--- src/rtl/hazard_forwarding_unit_pkg.sv ---
// ---------------------------------------------------------------------------
// pipe_pkg: shared types and constants for the five-stage pipeline hazard
// logic.
//   REG_W          - register specifier width
//   R15            - PC register; reads of it never forward
//   fwd_sel_t      - operand select (FWD_RF / FWD_EX / FWD_MEM / FWD_WB)
//   stage_slot_t   - destination tracking for one of the EX, MEM and WB slots
//   slot_hit()     - slot writes the given register
// ---------------------------------------------------------------------------
package pipe_pkg;

    localparam int REG_W = 4;
    localparam logic [REG_W-1:0] R15 = 4'hF;

    typedef logic [1:0] fwd_sel_t;
    localparam fwd_sel_t FWD_RF  = 2'b00;
    localparam fwd_sel_t FWD_EX  = 2'b01;
    localparam fwd_sel_t FWD_MEM = 2'b10;
    localparam fwd_sel_t FWD_WB  = 2'b11;

    typedef struct packed {
        logic             valid_wr;
        logic [REG_W-1:0] rd;
        logic             is_load;
    } stage_slot_t;

    function automatic logic slot_hit(input stage_slot_t slot, input logic [REG_W-1:0] src);
        return slot.valid_wr && (slot.rd == src);
    endfunction

endpackage

--- src/rtl/hazard_forwarding_unit_if.sv ---
// ---------------------------------------------------------------------------
// hazard_forwarding_unit_if: ID-stage request and hazard-control response
// bundle.
//   master (pipeline side): drives the id_* fields and branch_taken, and
//     receives the enables, the flush, the NOP select, the forward selects
//     and the counters.
//   slave (hazard unit side): the opposite directions.
// ---------------------------------------------------------------------------
interface hazard_forwarding_unit_if #(
    parameter int CNT_W = 16
);
    import pipe_pkg::*;

    logic [REG_W-1:0] id_rn;
    logic [REG_W-1:0] id_rm;
    logic [REG_W-1:0] id_rd;
    logic             id_use_rn;
    logic             id_use_rm;
    logic             id_use_rd;
    logic             id_rf_en;
    logic             id_load;
    logic             branch_taken;

    logic             pc_le;
    logic             ifid_le;
    logic             ifid_flush;
    logic             nop_sel;
    fwd_sel_t         fwd_a;
    fwd_sel_t         fwd_b;
    fwd_sel_t         fwd_c;
    logic [CNT_W-1:0] stall_cnt;
    logic [CNT_W-1:0] flush_cnt;

    modport master (
        output id_rn, id_rm, id_rd, id_use_rn, id_use_rm, id_use_rd,
               id_rf_en, id_load, branch_taken,
        input  pc_le, ifid_le, ifid_flush, nop_sel, fwd_a, fwd_b, fwd_c,
               stall_cnt, flush_cnt
    );

    modport slave (
        input  id_rn, id_rm, id_rd, id_use_rn, id_use_rm, id_use_rd,
               id_rf_en, id_load, branch_taken,
        output pc_le, ifid_le, ifid_flush, nop_sel, fwd_a, fwd_b, fwd_c,
               stall_cnt, flush_cnt
    );

endinterface

--- src/rtl/hazard_forwarding_unit_scoreboard.sv ---
// ---------------------------------------------------------------------------
// hazard_scoreboard: EX -> MEM -> WB shift register of destination slots.
//   clk, reset          - pipeline clock, synchronous active-high reset
//   stall               - load-use stall this cycle; EX receives a bubble
//   id_rf_en, id_rd,
//   id_load             - destination info of the instruction leaving ID
//   ex_slot, mem_slot,
//   wb_slot             - registered slot contents
// ---------------------------------------------------------------------------
module hazard_scoreboard
    import pipe_pkg::*;
(
    input  logic             clk,
    input  logic             reset,
    input  logic             stall,
    input  logic             id_rf_en,
    input  logic [REG_W-1:0] id_rd,
    input  logic             id_load,
    output stage_slot_t      ex_slot,
    output stage_slot_t      mem_slot,
    output stage_slot_t      wb_slot
);

    always_ff @(posedge clk) begin
        if (reset) begin
            ex_slot  <= '0;
            mem_slot <= '0;
            wb_slot  <= '0;
        end else begin
            // The rd field is kept even for a bubble; valid_wr=0 masks it.
            ex_slot.valid_wr <= id_rf_en & ~stall;
            ex_slot.rd       <= id_rd;
            ex_slot.is_load  <= id_load & ~stall;
            mem_slot         <= ex_slot;
            wb_slot          <= mem_slot;
        end
    end

endmodule

--- src/rtl/hazard_forwarding_unit.sv ---
// ---------------------------------------------------------------------------
// hazard_forwarding_unit: forwarding selects, load-use stall and branch flush
// for the five-stage pipeline, plus saturating stall/flush counters.
//   clk, reset - pipeline clock, synchronous active-high reset
//   bus        - hazard_forwarding_unit_if.slave (ID fields in, controls out)
// ---------------------------------------------------------------------------
module hazard_forwarding_unit
    import pipe_pkg::*;
#(
    parameter int CNT_W = 16
) (
    input  logic                    clk,
    input  logic                    reset,
    hazard_forwarding_unit_if.slave bus
);

    stage_slot_t      ex_slot;
    stage_slot_t      mem_slot;
    stage_slot_t      wb_slot;
    logic             use_a;
    logic             use_b;
    logic             use_c;
    logic             stall;
    logic             flush;
    logic [CNT_W-1:0] stall_cnt_q;
    logic [CNT_W-1:0] flush_cnt_q;

    function automatic fwd_sel_t pick_fwd(input logic used, input logic [REG_W-1:0] src,
                                          input stage_slot_t ex, input stage_slot_t mem,
                                          input stage_slot_t wb);
        fwd_sel_t sel;
        sel = FWD_RF;
        if (used) begin
            if (slot_hit(ex, src))       sel = FWD_EX;
            else if (slot_hit(mem, src)) sel = FWD_MEM;
            else if (slot_hit(wb, src))  sel = FWD_WB;
        end
        return sel;
    endfunction

    hazard_scoreboard u_scoreboard (
        .clk      (clk),
        .reset    (reset),
        .stall    (stall),
        .id_rf_en (bus.id_rf_en),
        .id_rd    (bus.id_rd),
        .id_load  (bus.id_load),
        .ex_slot  (ex_slot),
        .mem_slot (mem_slot),
        .wb_slot  (wb_slot)
    );

    // R15 is excluded at the source so it neither forwards nor stalls.
    assign use_a = bus.id_use_rn && (bus.id_rn != R15);
    assign use_b = bus.id_use_rm && (bus.id_rm != R15);
    assign use_c = bus.id_use_rd && (bus.id_rd != R15);

    // Masked in reset so a stall in flight does not leak into the counters.
    assign stall = ~reset && ex_slot.is_load &&
                   ((use_a && slot_hit(ex_slot, bus.id_rn)) ||
                    (use_b && slot_hit(ex_slot, bus.id_rm)) ||
                    (use_c && slot_hit(ex_slot, bus.id_rd)));

    assign flush = ~reset && ~stall && bus.branch_taken;

    always_comb begin
        bus.pc_le      = 1'b1;
        bus.ifid_le    = 1'b1;
        bus.ifid_flush = 1'b0;
        bus.nop_sel    = 1'b0;
        bus.fwd_a      = FWD_RF;
        bus.fwd_b      = FWD_RF;
        bus.fwd_c      = FWD_RF;
        if (reset) begin
            bus.nop_sel = 1'b1;
        end else if (stall) begin
            bus.pc_le   = 1'b0;
            bus.ifid_le = 1'b0;
            bus.nop_sel = 1'b1;
        end else begin
            bus.ifid_flush = flush;
            bus.fwd_a      = pick_fwd(use_a, bus.id_rn, ex_slot, mem_slot, wb_slot);
            bus.fwd_b      = pick_fwd(use_b, bus.id_rm, ex_slot, mem_slot, wb_slot);
            bus.fwd_c      = pick_fwd(use_c, bus.id_rd, ex_slot, mem_slot, wb_slot);
        end
    end

    always_ff @(posedge clk) begin
        if (reset) begin
            stall_cnt_q <= '0;
            flush_cnt_q <= '0;
        end else begin
            if (stall && (stall_cnt_q != '1)) stall_cnt_q <= stall_cnt_q + CNT_W'(1);
            if (flush && (flush_cnt_q != '1)) flush_cnt_q <= flush_cnt_q + CNT_W'(1);
        end
    end

    assign bus.stall_cnt = stall_cnt_q;
    assign bus.flush_cnt = flush_cnt_q;

endmodule

--- src/flat_wrapper.sv ---
// flat-port wrapper written by rule: the top's interface ports become plain ports
module hazard_forwarding_unit_flat import pipe_pkg::*;
#(
    parameter int CNT_W = 16
)
  (clk, reset, bus_id_rn, bus_id_rm, bus_id_rd, bus_id_use_rn, bus_id_use_rm, bus_id_use_rd, bus_id_rf_en, bus_id_load, bus_branch_taken, bus_pc_le, bus_ifid_le, bus_ifid_flush, bus_nop_sel, bus_fwd_a, bus_fwd_b, bus_fwd_c, bus_stall_cnt, bus_flush_cnt);
  hazard_forwarding_unit_if #(.CNT_W(CNT_W)) bus_i ();
  input  logic clk;
  input  logic reset;
  input wire logic [$bits(bus_i.id_rn)-1:0] bus_id_rn;
  input wire logic [$bits(bus_i.id_rm)-1:0] bus_id_rm;
  input wire logic [$bits(bus_i.id_rd)-1:0] bus_id_rd;
  input wire logic [$bits(bus_i.id_use_rn)-1:0] bus_id_use_rn;
  input wire logic [$bits(bus_i.id_use_rm)-1:0] bus_id_use_rm;
  input wire logic [$bits(bus_i.id_use_rd)-1:0] bus_id_use_rd;
  input wire logic [$bits(bus_i.id_rf_en)-1:0] bus_id_rf_en;
  input wire logic [$bits(bus_i.id_load)-1:0] bus_id_load;
  input wire logic [$bits(bus_i.branch_taken)-1:0] bus_branch_taken;
  output wire logic [$bits(bus_i.pc_le)-1:0] bus_pc_le;
  output wire logic [$bits(bus_i.ifid_le)-1:0] bus_ifid_le;
  output wire logic [$bits(bus_i.ifid_flush)-1:0] bus_ifid_flush;
  output wire logic [$bits(bus_i.nop_sel)-1:0] bus_nop_sel;
  output wire logic [$bits(bus_i.fwd_a)-1:0] bus_fwd_a;
  output wire logic [$bits(bus_i.fwd_b)-1:0] bus_fwd_b;
  output wire logic [$bits(bus_i.fwd_c)-1:0] bus_fwd_c;
  output wire logic [$bits(bus_i.stall_cnt)-1:0] bus_stall_cnt;
  output wire logic [$bits(bus_i.flush_cnt)-1:0] bus_flush_cnt;
  assign bus_i.id_rn = bus_id_rn;
  assign bus_i.id_rm = bus_id_rm;
  assign bus_i.id_rd = bus_id_rd;
  assign bus_i.id_use_rn = bus_id_use_rn;
  assign bus_i.id_use_rm = bus_id_use_rm;
  assign bus_i.id_use_rd = bus_id_use_rd;
  assign bus_i.id_rf_en = bus_id_rf_en;
  assign bus_i.id_load = bus_id_load;
  assign bus_i.branch_taken = bus_branch_taken;
  assign bus_pc_le = bus_i.pc_le;
  assign bus_ifid_le = bus_i.ifid_le;
  assign bus_ifid_flush = bus_i.ifid_flush;
  assign bus_nop_sel = bus_i.nop_sel;
  assign bus_fwd_a = bus_i.fwd_a;
  assign bus_fwd_b = bus_i.fwd_b;
  assign bus_fwd_c = bus_i.fwd_c;
  assign bus_stall_cnt = bus_i.stall_cnt;
  assign bus_flush_cnt = bus_i.flush_cnt;
  hazard_forwarding_unit #(.CNT_W(CNT_W)) u_core (.clk(clk), .reset(reset), .bus(bus_i));
endmodule
--- config.mk ---
export PLATFORM = sky130hd
export DESIGN_NAME = hazard_forwarding_unit_flat
export DESIGN_NICKNAME = d
export VERILOG_FILES = /design/src/rtl/hazard_forwarding_unit_pkg.sv /design/src/rtl/hazard_forwarding_unit_if.sv /design/src/rtl/hazard_forwarding_unit_scoreboard.sv /design/src/rtl/hazard_forwarding_unit.sv /design/src/flat_wrapper.sv
export SDC_FILE = /design/constraint.sdc
export NUM_CORES = 1
export LEC_CHECK = 0
export CAP_MARGIN = 15
export CORE_ASPECT_RATIO = 0.75
export CORE_MARGIN = 2
export CORE_UTILIZATION = 40
export CTS_CLUSTER_SIZE = 30
export DETAILED_ROUTE_END_ITERATION = 7
export PLACE_DENSITY = 0.66
export SKIP_LAST_GASP = 1
export SLEW_MARGIN = 10
export SYNTH_ARGS = -nofsm -noshare
export SYNTH_HDL_FRONTEND = slang
export SYNTH_SLANG_ARGS = --single-unit
--- constraint.sdc ---
create_clock -name clk -period 4.1 [get_ports clk]
set_clock_uncertainty 0.05 [all_clocks]
set_input_delay 1.23 -clock clk [delete_from_list [all_inputs] [get_ports clk]]
set_output_delay 1.23 -clock clk [all_outputs]
set_load 0.02 [all_outputs]
### Word-level counts from Yosys, hierarchy flattened

Index checks and enable logic that the tools add are counted.

* shifts and indexed selects: 0
* magnitude comparators: 0
* multiply operators: 0
* bitwise logic cells: 4
* reduce and logical (&&, ||, !) cells: 23
* div/mod/pow operators: 0
* equal/unequal tests: 14
* muxes and demuxes: 24
* $add $sub $neg: 2

Operators by type and width (count)
* == test 4 bit: 9
* two-way mux 2 bit: 18
* adder 16 x 1 -> 16 bit, second input constant: 2
* != test 16 bit, second input constant: 2
* logical AND 1 bit: 21
* != test 4 bit, second input constant: 3
* two-way mux 1 bit: 6
* bitwise AND 1 bit: 2
* logical OR 1 bit: 2
* NOT 1 bit: 2

* bits of input ports: 20
* memories kept: 0
* output and inout bits: 42
* bits in writable memories: 0
* word-level logic and storage cells: 76
* bits in latches: 0
* flip-flop bits (word level): 48
* memory bits (read-only): 0

### Logic depth before layout (Yosys ltp)

* depth after elaboration: 11
* depth in mapped cells: 8
* mapped depth without buffers: 7

### Hierarchy

From an unflattened synthesis, not the netlist that was laid out.

* cells, all modules: 316
* area, all modules: 2751.4 µm²

Modules (own cells, without submodules)
* hazard_forwarding_unit: instances 1, seq. area each 640.6 µm², cells each 279, area each 2247.2 µm²
* hazard_scoreboard: instances 1, seq. area each 360.3 µm², cells each 37, area each 504.2 µm²

### Worst setup path after synthesis

Ideal clock, no wire load.

* path kind: in2out
* from: input port bus_id_rd[2]
* to: output port bus_fwd_b[0]
* path slack: -0.084 ns
* stages on the path: 6
* buffers on the path: 0
* data arrival time: 2.904 ns
* data required time: 2.820 ns
* cells stage by stage: xnor2_1 nand3_1 or3_1 and3_1 o21ai_1 nor3_1

* cells in the longest elaborated chain, start to end: 7
* elaborated cells on any way between the ends: 9
* those cells by class: 2 x eq/ne; 2 x mux; 5 x reduce/logical

RTL lines
* start, declared: line flat_wrapper.sv:12 `input wire logic [$bits(bus_i.id_rd)-1:0] bus_id_rd;`
* != test 4 bit / == test 4 bit (equally long branches): line hazard_forwarding_unit.sv:56, hazard_forwarding_unit_pkg.sv:28
* logical AND 1 bit, on equally long branches: line hazard_forwarding_unit.sv:56, hazard_forwarding_unit_pkg.sv:28
* logical AND 1 bit (*): line hazard_forwarding_unit.sv:62 `(use_c && slot_hit(ex_slot, bus.id_rd)));`
* logical OR 1 bit (*): line hazard_forwarding_unit.sv:61 `(use_b && slot_hit(ex_slot, bus.id_rm)) ||`
* logical AND 1 bit (*): line hazard_forwarding_unit.sv:59 `assign stall = ~reset && ex_slot.is_load &&`
* two-way mux 2 bit (*): line hazard_forwarding_unit.sv:76 `end else if (stall) begin`
* two-way mux 2 bit (*): line hazard_forwarding_unit.sv:74 `if (reset) begin`
* end, declared: line flat_wrapper.sv:24 `output wire logic [$bits(bus_i.fwd_b)-1:0] bus_fwd_b;`

Every way passes the cells marked *; elsewhere a longest branch is shown, timed or not.

### Final worst setup path

* from: input port bus_id_rm[3]
* to: output port bus_ifid_flush

* cells in the longest elaborated chain, start to end: 11
* elaborated cells on any way between the ends: 13
* those cells by class: 2 x eq/ne; 2 x mux; 1 x bitwise; 8 x reduce/logical

RTL lines
* start, declared: line flat_wrapper.sv:11 `input wire logic [$bits(bus_i.id_rm)-1:0] bus_id_rm;`
* != test 4 bit / == test 4 bit (equally long branches): line hazard_forwarding_unit.sv:55, hazard_forwarding_unit_pkg.sv:28
* logical AND 1 bit, on equally long branches: line hazard_forwarding_unit.sv:55, hazard_forwarding_unit_pkg.sv:28
* logical AND 1 bit (*): line hazard_forwarding_unit.sv:61
* logical OR 1 bit (*): line hazard_forwarding_unit.sv:60 `((use_a && slot_hit(ex_slot, bus.id_rn)) ||`
* logical OR 1 bit (*): line hazard_forwarding_unit.sv:61
* logical AND 1 bit (*): line hazard_forwarding_unit.sv:59
* NOT 1 bit: line hazard_forwarding_unit.sv:64 `assign flush = ~reset && ~stall && bus.branch_taken;`
* logical AND 1 bit (2 in a row): line hazard_forwarding_unit.sv:64
* two-way mux 1 bit (*): line hazard_forwarding_unit.sv:76
* two-way mux 1 bit (*): line hazard_forwarding_unit.sv:74
* end, declared: line flat_wrapper.sv:21 `output wire logic [$bits(bus_i.ifid_flush)-1:0] bus_ifid_flush;`

Marked as above.

==> results by group <==
Power and ir drop
  • Clock power frac: 32.2%
  • Sequential Power Share: 54.4%
  • Switching fraction of total power: 25.0%
  • PwrDens: 244 nW/um^2
  • Maximum VDD drop: 140 uV
  • Comb power frac: 13.4%
  • Net Sw Power: 0.000224 W
  • Final Power: 0.000895 W
  • P_int: 0.000671 W
  • P_leak: 1.35 nW

Timing
  • Final TNS setup: 0 ns
  • Peak Freq: 249 MHz
  • Final hold vios: 0
  • Rel. slew slack: 61.7%
  • Final min period: 4.02 ns
  • RSZ-0062 raised after global routing: false
  • Final setup fails: 0
  • PnR worst setup slack: 0.0776 ns
  • Final Cycle Share: 98.1%
  • Worst Max-Slew Pin Slew: 0.575 ns
  • Pins over their slew limit: 0

Detailed routing
  • DR WL/cell: 14.2 microns
  • Starting DRT DRC Count: 123
  • Detailed Routing Iterations Pass 1: 4
  • Post-route ant nets: 0
  • Via density per instance: 5.35
  • DRC: 0
  • Via count: 2610
  • Wirelength, routed: 6950 microns

Floorplanning
  • Core area: 6380 sq um
  • Initial Utilization: 41.8%
  • Rows: 25
  • Total die area: 7350 sq um
  • Die H: 74.8 microns
  • IO Count: 62
  • Die X: 98.3 microns

Global routing
  • Largest net degree at the start of global routing: 47
  • First-pass GRT wire length: 11900 microns
  • GRT Util Overall: 19.8%
  • Vias in the first global route: 2499
  • GR Overflow Total: 0
  • Initial antenna violation count: 0

Placed design
  • Placed Instance Area: 3580 sq um
  • Placed insts: 477
  • DP Worst Slack: -0.706 ns
  • GP Congestion: 0.875
  • DP Wirelength: 5180 microns
  • Port Buf Inserts: 61

Synthesis
  • Post-synth top flop: dfxtp_1
  • Syn_area_per_cell: 8.48 sq um
  • Yosys warning count: 0
  • Syn_nets: 337
  • Synth Cell Area: 2670 sq um
  • Async SR Flop Fraction: 0%
  • Synth Register Bits: 48
  • Share of the yosys chip area belonging to registers: 36.0%
  • Post-synth EDFFs: 0
  • Post-Syn Instances: 315
  • Yosys cell types: 44

Hold path
  • Worst hold path class: reg2reg
  • Hold path endpoint: u_core.bus.flush_cnt[13]
  • Hold path start: u_core.bus.flush_cnt[13]
  • WHS Path Cells: 2

Critical path
  • WP data arrival: 2.74 ns
  • Reg2reg end: u_core.bus.stall_cnt[7]
  • Internal reg-to-reg setup slack: 1.22 ns
  • Worst Setup Path Type: in2out
  • R2R depth: 10
  • WP data required: 2.82 ns
  • RR Startpoint: u_core.u_scoreboard.ex_slot[1]
  • Setup crit end kind: output pin
  • Max Fanout on Critical Path: 5
  • CP max stage delay: 0.27 ns
  • Crit path launch type: input pin
  • Critical Path, Cell by Cell: dlygate4sd2_1, xnor2_1, nand3_1, buf_4, o21ba_2, a31oi_4, inv_2, clkdlybuf4s15_2
  • Slowest cell on the critical path: dlygate4sd2_1

Cells and area
  • Final-layout fill cell count: 633
  • Fin cells: 488
  • Commonest non-fill, non-tap cell in the layout: dfxtp_1
  • Area grow syn2layout: 37.2%
  • Layout cells sized above 1: 20.9%
  • Most frequent cells in the layout: dfxtp_1, buf_4, clkdlybuf4s50_1, nor2b_1, nand2_1
  • Nets@finish: 428
  • Antenna fix cells: 0
  • Final instance area: 3660 sq um

CTS
  • Post-CTS Hold Buffers: 0
  • Worst skew pair latency: 0.29 ns
  • Clock tree from TritonCTS: yes
  • Max Root-Sink Buffers: 2
  • CTS Buf Count: 5
  • CTS H-tree depth: 2
  • Clk sinks: 48
  • Clock transition at path regs: 0.08 ns
  • Clock root buffer: clkbuf_8

Run status
  • Run status: complete, no violations

Job
  • Max-cap viol count: 0
==> metal layers <==
layer | routed length (microns) | up-vias | global-route usage, %
met4 | 18 | 0 | 3.04
met2 | 2980 | 50 | 30.2
met5 | 0 | - | 0
li1 | - | 1340 | -
met1 | 3640 | 1218 | 29.6
met3 | 310 | 2 | 4.09
==> flip-flops by register name (all words and copies together), names as in the netlist <==
name,flops
u_core.bus.flush_cnt,16
u_core.bus.stall_cnt,16
u_core.u_scoreboard.ex_slot,6
u_core.u_scoreboard.mem_slot,5
u_core.u_scoreboard.wb_slot,5
==> power groups by stage <==
stage / clock network, W / registers [W] / logic (W)
finish: 0.000288 / 0.000487 / 0.000120
floorplan: 0 / 0.000496 / 0.0000585
global route: 0.000320 / 0.000488 / 0.000133
detailed placement: 0 / 0.000498 / 0.000123
global placement: 0 / 0.000497 / 0.000121
CTS: 0.000303 / 0.000487 / 0.000122
==> what timing repair did <==
| item | in CTS | in global routing |
|---|---|---|
| pin swaps | 12 | 20 |
| gates resized for setup | 77 | 19 |
| setup buffers | 2 | 1 |
| endpoints found under the setup margin | 10 | 10 |
==> worst max path at each step <==
stage | slack (ns) | end | startpoint | depth (start not counted)
6_report | 0.08 | bus_ifid_flush | bus_id_rm[3] | 8
2_1_floorplan | 0.04 | bus_pc_le | bus_id_rn[2] | 7
5_1_grt | 0.003 | bus_ifid_le | bus_id_rm[2] | 8
3_5_place_dp | -0.71 | bus_nop_sel | bus_id_rd[3] | 8
3_3_place_gp | -0.66 | bus_pc_le | bus_id_rn[2] | 8
4_1_cts | 0.009 | bus_fwd_b[1] | bus_id_rn[1] | 9
==> per-stage QoR <==
stage / utilization, % / hold WS [ns]
floorplan: - / 0.424
global placement: 56.1 / 0.427
detailed placement: 56.1 / 0.436
CTS: 57.8 / 0.450
global route: 57.4 / 0.486
finish: 57.4 / 0.443
==> final cells by class <==
cell class              count  area, sq um  share of cell area (%)
clock buffers               7         86.3                    2.36
clock inverters             1         7.51                   0.205
multi-input cells         245         1670                    45.5
flip-flops and latches     48          961                    26.2
inverters                   8         30.0                   0.820
well taps                  81          101                    2.77
repair buffers             98          811                    22.1
==> synth_stat cells (2+ instances only) <==
cell      number  area [sq um]
o41ai_1        6          52.6
and3_1         6          37.5
clkbuf_1      10          37.5
a21oi_1       20           100
buf_2          2          10.0
nor3_1         8          40.0
mux2_2         7          78.8
inv_1          6          22.5
or3_1          9          56.3
nor2_1        17          63.8
o31ai_1        8          60.1
nand2_1       22          82.6
nand3b_1       2          15.0
o21ai_0        8          40.0
or4_1          9          67.6
nand3_1       17          85.1
nor4_1        10          62.6
o311ai_0       5          43.8
ha_1           2          25.0
xnor2_1       18           158
nand4_1        9          56.3
dfxtp_1       48           961
and4_1         2          17.5
xor2_1        18           158
nor2b_1       24           150
nand4b_1       2          17.5
nor4b_1        3          26.3
==> kinds of logic (layout without fill, tap and decap cells) <==
logic type	Yosys count	in the layout	share of synthesized area, %
buf+inv	22	114	3.33
mux	7	7	2.95
simple gates	144	144	30.4
fa+ha+maj	2	2	0.937
compound gates	56	56	14.6
xor+xnor	36	36	11.8
flops	48	48	36.0
==> critical path: cells and delay by family <==
family | cells | cell delay [ns]
buffers and inverters | 4 | 0.80
AO/OA/AOI/OAI | 2 | 0.41
AND/OR/NAND/NOR | 1 | 0.15
XOR/XNOR | 1 | 0.15
(Power assumes the default switching activity.)
